`config.mk`:
```
export PLATFORM = sky130hd
export DESIGN_NAME = manhattan_pipe
export DESIGN_NICKNAME = d
export VERILOG_FILES = /design/src/rtl/manhattan_pipe_pkg.sv /design/src/rtl/manhattan_pipe_abs_diff.sv /design/src/rtl/manhattan_pipe.sv
export SDC_FILE = /design/constraint.sdc
export NUM_CORES = 1
export LEC_CHECK = 0
export CORE_ASPECT_RATIO = 1.25
export CORE_MARGIN = 2
export CORE_UTILIZATION = 30
export CTS_BUF_LIST = sky130_fd_sc_hd__clkbuf_4
export DETAILED_ROUTE_END_ITERATION = 7
export SLEW_MARGIN = 0
export SYNTH_ARGS = -nofsm -noshare
export SYNTH_HDL_FRONTEND = slang
export SYNTH_SLANG_ARGS = --single-unit
```
`constraint.sdc`:
```
create_clock -name clk -period 2.5 [get_ports clk]
set_input_delay 0.625 -clock clk [delete_from_list [all_inputs] [get_ports clk]]
set_output_delay 0.625 -clock clk [all_outputs]
set_load 0.03 [all_outputs]
```
`src/rtl/manhattan_pipe_pkg.sv`:
```
// rtl/manhattan_pipe_pkg.sv - shared width helpers for the L1 distance pipeline
package manhattan_pipe_pkg;

  // Split-axis index width; a single-coordinate point still gets one bit.
  function automatic int axis_w(input int dim);
    return (dim <= 1) ? 1 : $clog2(dim);
  endfunction

  // Distance width holds dim*(2^data_w-1) with no overflow.
  function automatic int dist_w(input int dim, input int data_w);
    return data_w + ((dim <= 1) ? 1 : $clog2(dim));
  endfunction

endpackage

```
`src/rtl/manhattan_pipe_abs_diff.sv`:
```
// rtl/manhattan_pipe_abs_diff.sv - combinational exact |a-b| on unsigned coordinates
module manhattan_pipe_abs_diff #(
  parameter int DATA_W = 8
) (
  input  logic [DATA_W-1:0] a,
  input  logic [DATA_W-1:0] b,
  output logic [DATA_W-1:0] y
);

  logic [DATA_W:0] diff;

  assign diff = {1'b0, a} - {1'b0, b};
  assign y    = diff[DATA_W] ? DATA_W'(-diff) : diff[DATA_W-1:0];

endmodule

```
`src/rtl/manhattan_pipe.sv`:
```
// rtl/manhattan_pipe.sv - 3-stage L1 distance engine for kd-tree search with valid/ready flow
module manhattan_pipe
  import manhattan_pipe_pkg::*;
#(
  parameter  int DIM    = 3,
  parameter  int DATA_W = 8,
  parameter  int TAG_W  = 4,
  localparam int AXIS_W = axis_w(DIM),
  localparam int DIST_W = dist_w(DIM, DATA_W)
) (
  input  logic                  clk,
  input  logic                  rst,
  input  logic                  in_valid,
  output logic                  in_ready,
  input  logic [AXIS_W-1:0]     in_axis,
  input  logic [DIM*DATA_W-1:0] in_query,
  input  logic [DIM*DATA_W-1:0] in_node,
  input  logic [DIM*DATA_W-1:0] in_best,
  input  logic [TAG_W-1:0]      in_tag,
  output logic                  out_valid,
  input  logic                  out_ready,
  output logic [DIST_W-1:0]     out_dist_node,
  output logic [DIST_W-1:0]     out_dist_best,
  output logic [DATA_W-1:0]     out_axis_dist,
  output logic                  out_node_closer,
  output logic                  out_axis_oob,
  output logic [TAG_W-1:0]      out_tag,
  output logic                  busy
);

  logic load1, load2, load3;
  logic v1, v2;

  // Each stage refills when empty or when the stage downstream moves on.
  assign load3    = ~out_valid | out_ready;
  assign load2    = ~v2 | load3;
  assign load1    = ~v1 | load2;
  assign in_ready = load1;
  assign busy     = v1 | v2 | out_valid;

  logic [DATA_W-1:0] dn_c [DIM];
  logic [DATA_W-1:0] db_c [DIM];
  logic [DATA_W-1:0] axis_c;
  logic              oob_c;

  for (genvar k = 0; k < DIM; k++) begin : g_diff
    manhattan_pipe_abs_diff #(.DATA_W(DATA_W)) u_dn (
      .a (in_query[k*DATA_W +: DATA_W]),
      .b (in_node[k*DATA_W +: DATA_W]),
      .y (dn_c[k])
    );
    manhattan_pipe_abs_diff #(.DATA_W(DATA_W)) u_db (
      .a (in_query[k*DATA_W +: DATA_W]),
      .b (in_best[k*DATA_W +: DATA_W]),
      .y (db_c[k])
    );
  end

  // An axis matching no coordinate is flagged out of range and reads as zero.
  always_comb begin
    axis_c = '0;
    oob_c  = 1'b1;
    for (int k = 0; k < DIM; k++) begin
      if (in_axis == AXIS_W'(k)) begin
        axis_c = dn_c[k];
        oob_c  = 1'b0;
      end
    end
  end

  logic [DATA_W-1:0] dn1 [DIM];
  logic [DATA_W-1:0] db1 [DIM];
  logic [DATA_W-1:0] axis1;
  logic              oob1;
  logic [TAG_W-1:0]  tag1;

  always_ff @(posedge clk or negedge rst) begin
    if (!rst) begin
      v1    <= 1'b0;
      axis1 <= '0;
      oob1  <= 1'b0;
      tag1  <= '0;
      for (int k = 0; k < DIM; k++) begin
        dn1[k] <= '0;
        db1[k] <= '0;
      end
    end else if (load1) begin
      v1 <= in_valid;
      if (in_valid) begin
        axis1 <= axis_c;
        oob1  <= oob_c;
        tag1  <= in_tag;
        for (int k = 0; k < DIM; k++) begin
          dn1[k] <= dn_c[k];
          db1[k] <= db_c[k];
        end
      end
    end
  end

  logic [DIST_W-1:0] sum_n, sum_b;

  always_comb begin
    sum_n = '0;
    sum_b = '0;
    for (int k = 0; k < DIM; k++) begin
      sum_n = sum_n + DIST_W'(dn1[k]);
      sum_b = sum_b + DIST_W'(db1[k]);
    end
  end

  logic [DIST_W-1:0] sn2, sb2;
  logic [DATA_W-1:0] axis2;
  logic              oob2;
  logic [TAG_W-1:0]  tag2;

  always_ff @(posedge clk or negedge rst) begin
    if (!rst) begin
      v2    <= 1'b0;
      sn2   <= '0;
      sb2   <= '0;
      axis2 <= '0;
      oob2  <= 1'b0;
      tag2  <= '0;
    end else if (load2) begin
      v2 <= v1;
      if (v1) begin
        sn2   <= sum_n;
        sb2   <= sum_b;
        axis2 <= axis1;
        oob2  <= oob1;
        tag2  <= tag1;
      end
    end
  end

  // Ties keep the incumbent best: closer only on strict less-than.
  always_ff @(posedge clk or negedge rst) begin
    if (!rst) begin
      out_valid       <= 1'b0;
      out_dist_node   <= '0;
      out_dist_best   <= '0;
      out_axis_dist   <= '0;
      out_node_closer <= 1'b0;
      out_axis_oob    <= 1'b0;
      out_tag         <= '0;
    end else if (load3) begin
      out_valid <= v2;
      if (v2) begin
        out_dist_node   <= sn2;
        out_dist_best   <= sb2;
        out_axis_dist   <= axis2;
        out_node_closer <= (sn2 < sb2);
        out_axis_oob    <= oob2;
        out_tag         <= tag2;
      end
    end
  end

endmodule

```
# After elaboration in Yosys (flattened, before gate mapping)
# Index checks and enable logic that the tools add are counted.
# Widths: inputs -> output; s select.
# totals
reg_bits	131
input_bits	82
latchBits	0
out_inout_bits	37
mem_bits_rw	0
romBits	0
memories	0
wordCells	66
# classes
muxes	12
div_mod_pow	0
bitwise	8
n_addsub	16
shift	0
multipliers	0
n_eq_ne	2
n_reduce_logical	4
magnitude_cmp	1
# op_table
operator	count
$mux 8	9
$sub 8x8->9	6
$neg 8->8	6
$add 9x8->10	2
$add 8x8->9	2
$lt 10x10->1	1
$reduce_and 2->1	3
$or 1x1->1	5
$mux 1	3
$not 1->1	3
$eq 2x1->1 const B	1
$eq 2x2->1 const B	1
$logic_not 2->1	1

# Longest topological paths before layout
# Gate-level depths: netlist of the first run.
# logic_depth
depth_word	6
ltp_mapped	13
depth_no_buf	13

# Hierarchy
# From an unflattened synthesis of the first run, not the netlist that was laid out.
# hier_totals
hier_cells	927
hier_area_um2	9163.8
# modules_own_cells
mod	instances	cells_per_inst	area_per_inst_um2
manhattan_pipe	1	525	6318.6
manhattan_pipe_abs_diff	6	67	474.2

# Least setup slack after synthesis of the first run
# OpenSTA, ideal clock, no wires.
# synth_timing
path_type	input-to-reg
start	input port in_query[0]
end	register axis1[5]
setup_time_ps	65
n_path_buf	0
t_arrival_ps	2743
path_stages	12
slack_ps	-307
path_cell_list	inv_1 > ha_1 > inv_1 > fa_1 > a211oi_2 > nor2_1 > xor2_1 > o31ai_1 > xnor2_1 > nor2_1 > a2111oi_2 > a211o_1
# synth_via
elab_chain_len	6
# synth_rtl
element	line	source
start, declared	manhattan_pipe.sv:16	input logic [DIM*DATA_W-1:0] in_query,
$sub 8x8->9 (*)	manhattan_pipe_abs_diff.sv:12	assign diff = {1'b0, a} - {1'b0, b};
$neg 8->8	manhattan_pipe_abs_diff.sv:13	assign y = diff[DATA_W] ? DATA_W'(-diff) : diff[DATA_W-1:0];
$mux 8 (*)	manhattan_pipe_abs_diff.sv:13	
$mux 8 (*) (3 in a row)	manhattan_pipe.sv:64	if (in_axis == AXIS_W'(k)) begin
end signal, assigned	manhattan_pipe.sv:90	axis1 <= axis_c;
end, declared	manhattan_pipe.sv:73	logic [DATA_W-1:0] axis1;
# Mark *: on every way between the ends. The rest lies on a longest branch, timed or not.
# A chain may end at the register's enable or synchronous reset.

# Worst setup path after layout of the first run
# layout_timing
start	register db1[17] in the netlist's numbering
end	register sb2[9]
# layout_via
elab_chain_len	2
# layout_rtl
element	line	source
start, declared	manhattan_pipe.sv:72	logic [DATA_W-1:0] db1 [DIM];
start signal, assigned by index	manhattan_pipe.sv:95	db1[k] <= db_c[k];
$add 8x8->9	manhattan_pipe.sv:108	sum_b = sum_b + DIST_W'(db1[k]);
$add 9x8->10	manhattan_pipe.sv:108	
end signal, assigned	manhattan_pipe.sv:129	sb2 <= sum_b;
end, declared	manhattan_pipe.sv:112	logic [DIST_W-1:0] sn2, sb2;
# Every way passes these cells.

==> report_table.html, run 1 <==
<table>
<tr><th>Metric</th><th>Value</th></tr>
<tr><th colspan="2">GRT</th></tr>
<tr><td>Largest net degree at the start of global routing</td><td>53</td></tr>
<tr><td>Global-route wire length before repair</td><td>35.3 mm</td></tr>
<tr><td>Overall track demand over capacity in global routing</td><td>between 10 and 15%</td></tr>
<tr><td>Antenna violations before repair</td><td>1</td></tr>
<tr><td>Via count of the first global-routing pass</td><td>between 7000 and 8000</td></tr>
<tr><td>Final global-route overflow total</td><td>0</td></tr>
<tr><th colspan="2">Placed design</th></tr>
<tr><td>Placement Cell Area</td><td>around 12000 um^2</td></tr>
<tr><td>Port Buffers</td><td>118</td></tr>
<tr><td>Post-Place Cells</td><td>1589</td></tr>
<tr><td>Final weighted congestion in routability-driven placement</td><td>between 0.8 and 0.9</td></tr>
<tr><td>DP Wirelength</td><td>roughly 18 mm</td></tr>
<tr><th colspan="2">Final layout</th></tr>
<tr><td>Leading cell types in the layout, fill and taps excluded</td><td>buf_4, dfrtp_1, nand2_1</td></tr>
<tr><td>Finished layout cell area</td><td>between 10000 and 15000 um^2</td></tr>
<tr><td>Commonest non-fill, non-tap cell in the layout</td><td>buf_4</td></tr>
<tr><td>Fin cells</td><td>between 1500 and 2000</td></tr>
<tr><td>Net count of the finished layout</td><td>between 1000 and 1500</td></tr>
<tr><td>Area growth from synthesis to layout</td><td>44.8%</td></tr>
<tr><td>Share of layout cells above drive strength 1</td><td>between 30% and 40%</td></tr>
<tr><th colspan="2">Logic synthesis</th></tr>
<tr><td>Count of distinct cell types in the synthesized netlist</td><td>54</td></tr>
<tr><td>Yosys reg bits</td><td>131</td></tr>
<tr><td>Net count after synthesis</td><td>~1100</td></tr>
<tr><td>Most common flop cell mapped by yosys</td><td>dfrtp_1</td></tr>
<tr><td>Multiplexer share of the synthesized area</td><td>approximately 5.5%</td></tr>
<tr><td>Sequential cell area fraction in the yosys report</td><td>37.1%</td></tr>
<tr><td>Synth Area in XOR/XNOR</td><td>between 8 and 9%</td></tr>
<tr><td>Adder and majority cell fraction of the synthesized area</td><td>16.4%</td></tr>
<tr><td>Post-Syn Area per Cell</td><td>between 9 and 10 um^2</td></tr>
<tr><td>Compound-Gate Fraction of Synth Area</td><td>about 16%</td></tr>
<tr><td>Async SR Flop Fraction</td><td>100%</td></tr>
<tr><td>Largest family of logic cells by synthesized area</td><td>adder cells</td></tr>
<tr><td>Synth warnings</td><td>0</td></tr>
<tr><td>Synth Area in Simple Gates</td><td>about an eighth</td></tr>
<tr><td>Number of synthesized flops with an enable pin</td><td>0</td></tr>
<tr><td>Netlist area before placement</td><td>8830 um^2</td></tr>
<tr><td>Synthesized instance count</td><td>between 900 and 1000</td></tr>
<tr><th colspan="2">Job</th></tr>
<tr><td>Count of maximum capacitance violations</td><td>0</td></tr>
<tr><th colspan="2">Power</th></tr>
<tr><td>Worst-case vdd ir drop</td><td>between 0.3 and 0.4 mV</td></tr>
<tr><td>Leakage power of the design</td><td>around 6 nW</td></tr>
<tr><td>Post-layout total power</td><td>10.9 mW</td></tr>
<tr><td>Power density of the placed cells</td><td>855 nW/um^2</td></tr>
<tr><th colspan="2">Drt</th></tr>
<tr><td>Total via count in the routed design</td><td>~7300</td></tr>
<tr><td>WL met2</td><td>11.1 mm</td></tr>
<tr><td>Initial DRC Count</td><td>between 150 and 200</td></tr>
<tr><td>Detail Route met3 WL</td><td>between 500 and 600 um</td></tr>
<tr><td>Post-DRT Antenna Nets</td><td>0</td></tr>
<tr><td>Total length of routed wires</td><td>approximately 22 mm</td></tr>
<tr><td>Met1 routed wirelength after detailed routing</td><td>roughly 9.7 mm</td></tr>
<tr><td>First-pass iteration count of the detailed router</td><td>4</td></tr>
<tr><td>DRC errors left</td><td>0</td></tr>
<tr><td>Routed length per instance</td><td>between 10 and 15 um</td></tr>
<tr><td>Via density per instance</td><td>4.46</td></tr>
<tr><td>Uppermost layer routed</td><td>met4</td></tr>
<tr><th colspan="2">STA</th></tr>
<tr><td>Min cycle time layout</td><td>~2.5 ns</td></tr>
<tr><td>Worst setup margin</td><td>-0.00792 ns</td></tr>
<tr><td>Max Clock Freq</td><td>roughly 400 MHz</td></tr>
<tr><td>Transition time at the pin with the least slew margin</td><td>0.652 ns</td></tr>
<tr><td>RSZ-0062 raised after global routing</td><td>true</td></tr>
<tr><td>Final Hold Slack</td><td>between 0.4 and 0.5 ns</td></tr>
<tr><td>Fin. Hold Viols</td><td>0</td></tr>
<tr><td>Fin Clk Skew</td><td>~0.019 ns</td></tr>
<tr><td>Post-route clock period utilization</td><td>100%</td></tr>
<tr><td>Final Slew Violations</td><td>0</td></tr>
<tr><td>Worst slew slack as a fraction of its limit</td><td>between 50 and 60%</td></tr>
<tr><td>Setup-failing EPs final</td><td>1</td></tr>
<tr><th colspan="2">Die</th></tr>
<tr><td>Die span in x</td><td>157 um</td></tr>
<tr><td>Std-Cell Rows</td><td>70</td></tr>
<tr><td>I/O pin count</td><td>between 100 and 150</td></tr>
<tr><td>Initial core utilization</td><td>a little under a third</td></tr>
<tr><td>Die Footprint</td><td>~30000 um^2</td></tr>
<tr><td>Die Height</td><td>196 um</td></tr>
<tr><td>Core Box Area</td><td>29100 um^2</td></tr>
<tr><th colspan="2">Worst setup path</th></tr>
<tr><td>Required @ worst endpoint</td><td>between 2 and 3 ns</td></tr>
<tr><td>Sort of element at the start of the critical path</td><td>register</td></tr>
<tr><td>Worst Path Arrival</td><td>2.93 ns</td></tr>
<tr><td>Category of the most critical setup path</td><td>reg2reg</td></tr>
<tr><td>Capturing element type of the critical path</td><td>register</td></tr>
<tr><td>Maximum net fanout on the critical path</td><td>2</td></tr>
<tr><th colspan="2">Clock network</th></tr>
<tr><td>Total number of clock tree sinks</td><td>~130</td></tr>
<tr><td>CTS tree</td><td>yes</td></tr>
<tr><td>Clock network latency to the later pin of the worst-skew pair</td><td>around 0.52 ns</td></tr>
<tr><td>Maximum number of buffers from clock root to sink</td><td>2</td></tr>
<tr><td>Cts bufs inserted</td><td>17</td></tr>
<tr><td>Clock Pin Slew Worst Setup and Hold Paths</td><td>0.13 ns</td></tr>
<tr><td>Number of H-tree levels</td><td>4</td></tr>
<tr><td>Clock tree root driver cell</td><td>clkbuf_4</td></tr>
<tr><th colspan="2">Run status</th></tr>
<tr><td>Outcome</td><td>complete, but fails checks</td></tr>
<tr><td>Failing checks</td><td>negative setup slack</td></tr>
<tr><th colspan="2">Hold path</th></tr>
<tr><td>HP Class</td><td>reg2reg</td></tr>
</table>
[Yosys cell counts (4+ instances only)]
| cell | n | area share, % |
|---|---|---|
| nand3b_1 | 6 | 0.51 |
| o31ai_1 | 7 | 0.60 |
| ha_1 | 77 | 11 |
| fa_1 | 24 | 5.4 |
| xnor2_1 | 58 | 5.8 |
| clkbuf_1 | 21 | 0.89 |
| mux2_2 | 39 | 5.0 |
| and2_1 | 8 | 0.57 |
| xor2_1 | 24 | 2.4 |
| o21bai_1 | 15 | 1.3 |
| dfrtp_1 | 131 | 37 |
| o21ai_0 | 80 | 4.5 |
| a21oi_1 | 43 | 2.4 |
| a21oi_2 | 4 | 0.40 |
| nand3_1 | 13 | 0.74 |
| or3_1 | 6 | 0.43 |
| o31ai_2 | 4 | 0.57 |
| nor2b_1 | 5 | 0.35 |
| a31oi_1 | 7 | 0.50 |
| nor3_1 | 13 | 0.74 |
| nand2_1 | 125 | 5.3 |
| mux2i_1 | 5 | 0.57 |
| and3_1 | 4 | 0.28 |
| buf_1 | 5 | 0.21 |
| nand2b_1 | 11 | 0.78 |
| a21o_1 | 16 | 1.4 |
| o21ai_1 | 7 | 0.40 |
| nor2_1 | 34 | 1.4 |
| inv_1 | 98 | 4.2 |
[path summary, 6_finish.rpt]
path                                      from                           end  slack [ns]  cells past startpoint
setup / recovery           db1[17]$_DFFE_PN0P_            sb2[9]$_DFFE_PN0P_      -0.008                     11
hold / removal             tag1[0]$_DFFE_PN0P_           tag1[0]$_DFFE_PN0P_        0.48                      2
setup reg to reg           db1[17]$_DFFE_PN0P_            sb2[9]$_DFFE_PN0P_      -0.008                     11
hold reg to reg            tag1[0]$_DFFE_PN0P_           tag1[0]$_DFFE_PN0P_        0.48                      2
max in group asynchronous                  rst            db1[8]$_DFFE_PN0P_        1.30                      3
min in group asynchronous                  rst  out_axis_dist[6]$_DFFE_PN0P_        0.56                      2
[area by class of cell]
type | instances | area, um^2
Fill cell | 2902 | 16300
Clock buffer | 17 | 128
Tap cell | 396 | 495
Sequential cell | 131 | 3280
Clock inverter | 15 | 110
Inverter | 98 | 395
Timing Repair Buffer | 311 | 2710
Multi-Input combinational cell | 678 | 5670
Antenna cell | 1 | 2.50
[metal layers]
layer,track usage [%],vias up
met5,0,-
met4,4.51,0
met3,1.86,17
met2,24.8,120
met1,18.1,3420
li1,-,3781
[timing repair]
action / 4_1_cts / 5_1_grt
setup buffers: 14 / 10
endpoints found under the hold margin: 12 / 0
setup endpoints to repair: 51 / 37
hold buffers: 1 / 0
gates resized for setup: 65 / 77
pin swaps: 46 / 57
[sequential cells by signal, indices dropped and copies added, names as in the netlist, 4 cells and up]
name / cells
out_dist_node: 10
axis1: 8
dn1: 24
db1: 24
axis2: 8
out_tag: 4
sn2: 10
sb2: 10
tag2: 4
tag1: 4
out_axis_dist: 8
out_dist_best: 10
[report_power, final]
group          internal (mW)  switching [mW]
registers               2.88           0.542
logic                   3.21            3.07
clock network          0.397           0.831
[kinds of logic (layout without fill, tap and decap cells)]
logic type	Yosys count	count (layout)
AOI/OAI and AO/OA	217	217
DFF	131	131
xor gates and xnor gates	82	82
other	0	1
buffers and inverters	124	441
and+or+nand+nor	234	234
adders and majority gates	101	101
muxes	44	44
[critical path, cell delays in order, from the launching register on]
cell and delay, ns:
dfrtp_1 0.45, fa_1 0.51, ha_2 0.19, inv_2 0.04, fa_2 0.34, inv_2 0.07, a21oi_2 0.04, o21bai_1 0.18
a21oi_1 0.10, o21bai_1 0.20, a21oi_1 0.10, o31ai_1 0.19
[through the flow]
stage | setup slack (ns) | setup TNS [ns] | utilization [%]
after floorplan | -0.182 | -0.869 | -
after global placement | -0.957 | -34.73 | 40.8
after detailed placement | -0.976 | -36.30 | 40.8
after CTS | -0.0269 | -0.0269 | 42.7
after global routing | -0.174 | -0.658 | 44.0
final | -0.00792 | -0.00792 | 44.0
No activity file was read; power rests on OpenSTA's default activity.
==> run 2, diff against run 1 <==
CORE_ASPECT_RATIO = default   (was 1.25)
==> run 2 against run 1 <==
Effect of this change: the flow still finishes with violations (negative setup slack); non-clock buffer count up 7; combinational power grew 2%; clock-buffer cell count unchanged; hold slack got worse by 0.34 ns; final cell count shrank 0.30%; sequential power hardly changed; global-route usage grew 0.49 points; power rose by 2.7%; final area rose by 0.57%; first-iteration DRC count grew 18%; critical endpoint is now axis1[7]$_DFFE_PN0P_; largest cell class unchanged.
==> report_table.html, run 2 (synthesis results as in run 1) <==
<table>
<tr><th>Metric</th><th>Value</th></tr>
<tr><th colspan="2">Final layout</th></tr>
<tr><td>Area growth from synthesis to layout</td><td>45.6%</td></tr>
<tr><td>Filler cell count in the final layout</td><td>2853</td></tr>
<tr><td>Share of layout cells above drive strength 1</td><td>around a third</td></tr>
<tr><td>Commonest non-fill, non-tap cell in the layout</td><td>buf_4</td></tr>
<tr><td>Leading cell types in the layout, fill and taps excluded</td><td>buf_4, dfrtp_1, nand2_1</td></tr>
<tr><td>Registers with the most flip-flops</td><td>db1 x24, dn1 x24</td></tr>
<tr><td>Net count of the finished layout</td><td>~1400</td></tr>
<tr><th colspan="2">GRT</th></tr>
<tr><td>Largest net degree at the start of global routing</td><td>132</td></tr>
<tr><td>Global-route wire length before repair</td><td>36.5 mm</td></tr>
<tr><td>Antenna violations before repair</td><td>1</td></tr>
<tr><td>Overall track demand over capacity in global routing</td><td>roughly 15%</td></tr>
<tr><td>Routing layer with the top usage in global route</td><td>met2</td></tr>
<tr><td>Final global-route overflow total</td><td>0</td></tr>
<tr><td>Via count of the first global-routing pass</td><td>between 7000 and 8000</td></tr>
<tr><td>GRT met1 Usage</td><td>roughly a fifth</td></tr>
<tr><td>GR met2 Demand/Resource</td><td>24.4%</td></tr>
<tr><td>Met3 demand-to-capacity share in global routing</td><td>under 10%</td></tr>
<tr><th colspan="2">Worst setup path</th></tr>
<tr><td>Launch instance of the worst register-to-register path</td><td>dn1[1]$_DFFE_PN0P_</td></tr>
<tr><td>Category of the most critical setup path</td><td>in2reg</td></tr>
<tr><td>Capturing element type of the critical path</td><td>register</td></tr>
<tr><td>Required @ worst endpoint</td><td>2.97 ns</td></tr>
<tr><td>Cell count of the worst reg-to-reg path</td><td>11</td></tr>
<tr><td>Critical path destination</td><td>axis1[7]$_DFFE_PN0P_</td></tr>
<tr><td>End of the worst register-to-register path</td><td>sn2[9]$_DFFE_PN0P_</td></tr>
<tr><td>Sort of element at the start of the critical path</td><td>primary input</td></tr>
<tr><td>Maximum net fanout on the critical path</td><td>4</td></tr>
<tr><td>Worst Path Arrival</td><td>between 3 and 4 ns</td></tr>
<tr><td>Crit. Startpoint</td><td>in_node[19]</td></tr>
<tr><td>R2R setup slack</td><td>-0.03 ns</td></tr>
<tr><th colspan="2">Clock network</th></tr>
<tr><td>Number of H-tree levels</td><td>4</td></tr>
<tr><td>Clock tree root driver cell</td><td>clkbuf_4</td></tr>
<tr><td>CTS tree</td><td>yes</td></tr>
<tr><td>Total number of clock tree sinks</td><td>131</td></tr>
<tr><td>Clock network latency to the later pin of the worst-skew pair</td><td>about 0.54 ns</td></tr>
<tr><td>Clock Pin Slew Worst Setup and Hold Paths</td><td>0.11 ns</td></tr>
<tr><td>Cts bufs inserted</td><td>17</td></tr>
<tr><td>Maximum number of buffers from clock root to sink</td><td>2</td></tr>
<tr><th colspan="2">STA</th></tr>
<tr><td>Max Clock Freq</td><td>about 390 MHz</td></tr>
<tr><td>Min cycle time layout</td><td>approximately 2.6 ns</td></tr>
<tr><td>Transition time at the pin with the least slew margin</td><td>~0.76 ns</td></tr>
<tr><td>Fin. Hold Viols</td><td>0</td></tr>
<tr><td>Setup-failing EPs final</td><td>5</td></tr>
<tr><td>Worst setup margin</td><td>-0.0543 ns</td></tr>
<tr><td>Post-route clock period utilization</td><td>102%</td></tr>
<tr><td>RSZ-0062 raised after global routing</td><td>true</td></tr>
<tr><td>Worst slew slack as a fraction of its limit</td><td>49.5%</td></tr>
<tr><td>Fin Clk Skew</td><td>approximately 0.014 ns</td></tr>
<tr><td>Final Slew Violations</td><td>0</td></tr>
<tr><th colspan="2">Job</th></tr>
<tr><td>Count of maximum capacitance violations</td><td>0</td></tr>
<tr><th colspan="2">Drt</th></tr>
<tr><td>Initial DRC Count</td><td>about 210</td></tr>
<tr><td>Total length of routed wires</td><td>roughly 22 mm</td></tr>
<tr><td>Post-DRT Antenna Nets</td><td>0</td></tr>
<tr><td>Via density per instance</td><td>about 4.5</td></tr>
<tr><td>DRC errors left</td><td>0</td></tr>
<tr><td>Total via count in the routed design</td><td>approximately 7400</td></tr>
<tr><td>First-pass iteration count of the detailed router</td><td>4</td></tr>
<tr><td>Routed length per instance</td><td>around 14 um</td></tr>
<tr><th colspan="2">Die</th></tr>
<tr><td>Core Box Area</td><td>approximately 29000 um^2</td></tr>
<tr><td>Die span in x</td><td>between 150 and 200 um</td></tr>
<tr><td>Std-Cell Rows</td><td>62</td></tr>
<tr><td>Die Height</td><td>176 um</td></tr>
<tr><td>I/O pin count</td><td>approximately 120</td></tr>
<tr><td>Die Footprint</td><td>about 30000 um^2</td></tr>
<tr><td>Initial core utilization</td><td>between 30% and 40%</td></tr>
<tr><th colspan="2">Placed design</th></tr>
<tr><td>Worst slack, placed</td><td>-0.982 ns</td></tr>
<tr><td>DP Wirelength</td><td>approximately 17 mm</td></tr>
<tr><td>Final weighted congestion in routability-driven placement</td><td>slightly above 0.8</td></tr>
<tr><td>Port Buffers</td><td>118</td></tr>
<tr><th colspan="2">Power</th></tr>
<tr><td>Power density of the placed cells</td><td>roughly 870 nW/um^2</td></tr>
<tr><td>Post-layout total power</td><td>approximately 11 mW</td></tr>
<tr><td>Leakage power of the design</td><td>6.02 nW</td></tr>
<tr><td>Worst-case vdd ir drop</td><td>0.324 mV</td></tr>
<tr><th colspan="2">Run status</th></tr>
<tr><td>Outcome</td><td>complete, but fails checks</td></tr>
<tr><td>Failing checks</td><td>negative setup slack</td></tr>
<tr><th colspan="2">Hold path</th></tr>
<tr><td>HP Class</td><td>in2async</td></tr>
</table>
run 2: power breakdown:
group / leakage (nW) / total [mW] / switching (mW) / internal (mW)
sequential: 1.60 / 3.41 / 0.535 / 2.88
combinational: 4.29 / 6.43 / 3.16 / 3.28
clock: 0.134 / 1.38 / 0.798 / 0.578
run 2: worst min-delay path by stage:
stage,from,end,depth (start not counted)
2_1_floorplan,rst,axis1[0]$_DFFE_PN0P_,0
3_3_place_gp,tag1[0]$_DFFE_PN0P_,tag1[0]$_DFFE_PN0P_,2
3_5_place_dp,tag1[3]$_DFFE_PN0P_,tag1[3]$_DFFE_PN0P_,2
4_1_cts,rst,out_dist_node[4]$_DFFE_PN0P_,2
5_1_grt,rst,sb2[0]$_DFFE_PN0P_,2
6_report,rst,out_dist_best[1]$_DFFE_PN0P_,2
run 2: per-layer routing:
layer  up-vias  routed length (um)
li1       3786                   -
met1      3433               10800
met2       127               10800
met3        18                 576
met4         0                 218
met5         -                   0
run 2: final cells by class:
| cell class | instances | area (um^2) | area share (%) |
|---|---|---|---|
| well taps | 384 | 480 | 3.74 |
| diodes | 1 | 2.50 | 0.0195 |
| inverters | 98 | 395 | 3.08 |
| clock inverters | 15 | 143 | 1.11 |
| multi-input cells | 678 | 5690 | 44.3 |
| clock buffers | 17 | 128 | 0.993 |
| flip-flops and latches | 131 | 3280 | 25.5 |
| repair buffers | 318 | 2740 | 21.3 |
run 2: critical path, stage by stage:
cell,delay [ns]
clkdlybuf4s50_1,0.45
inv_1,0.06
ha_4,0.23
a21o_1,0.19
o211ai_1,0.26
nand3b_1,0.17
xor2_2,0.22
o31ai_4,0.28
xor2_2,0.14
o41a_1,0.32
o21ai_1,0.08
run 2: through the flow:
stage | cells | hold slack [ns] | util (%) | cell area [um^2] | TNS, ns
floorplan | 933 | 0.329 | - | 8960 | -0.869
detailed placement | 1588 | 0.461 | 41.3 | 11900 | -37.91
global placement | 1588 | 0.454 | 41.3 | 11900 | -35.65
CTS | 1633 | 0.190 | 43.3 | 12500 | -0.122
global route | 1642 | 0.212 | 44.5 | 12900 | -1.37
finish | 1642 | 0.145 | 44.5 | 12900 | -0.126
run 2: timing repair:
action | CTS | global route
hold endpoints to repair | 0 | 0
endpoints found under the setup margin | 50 | 43
hold buffers | 0 | 0
resized for setup | 68 | 75
buffers inserted | 13 | 10
pin swaps | 53 | 59
==> run 3, diff against run 2 <==
CTS_CLUSTER_DIAMETER = 80   (was default)
==> results of run 3 <==
The final DEF is identical to that of run 2; final timing and power are the same.
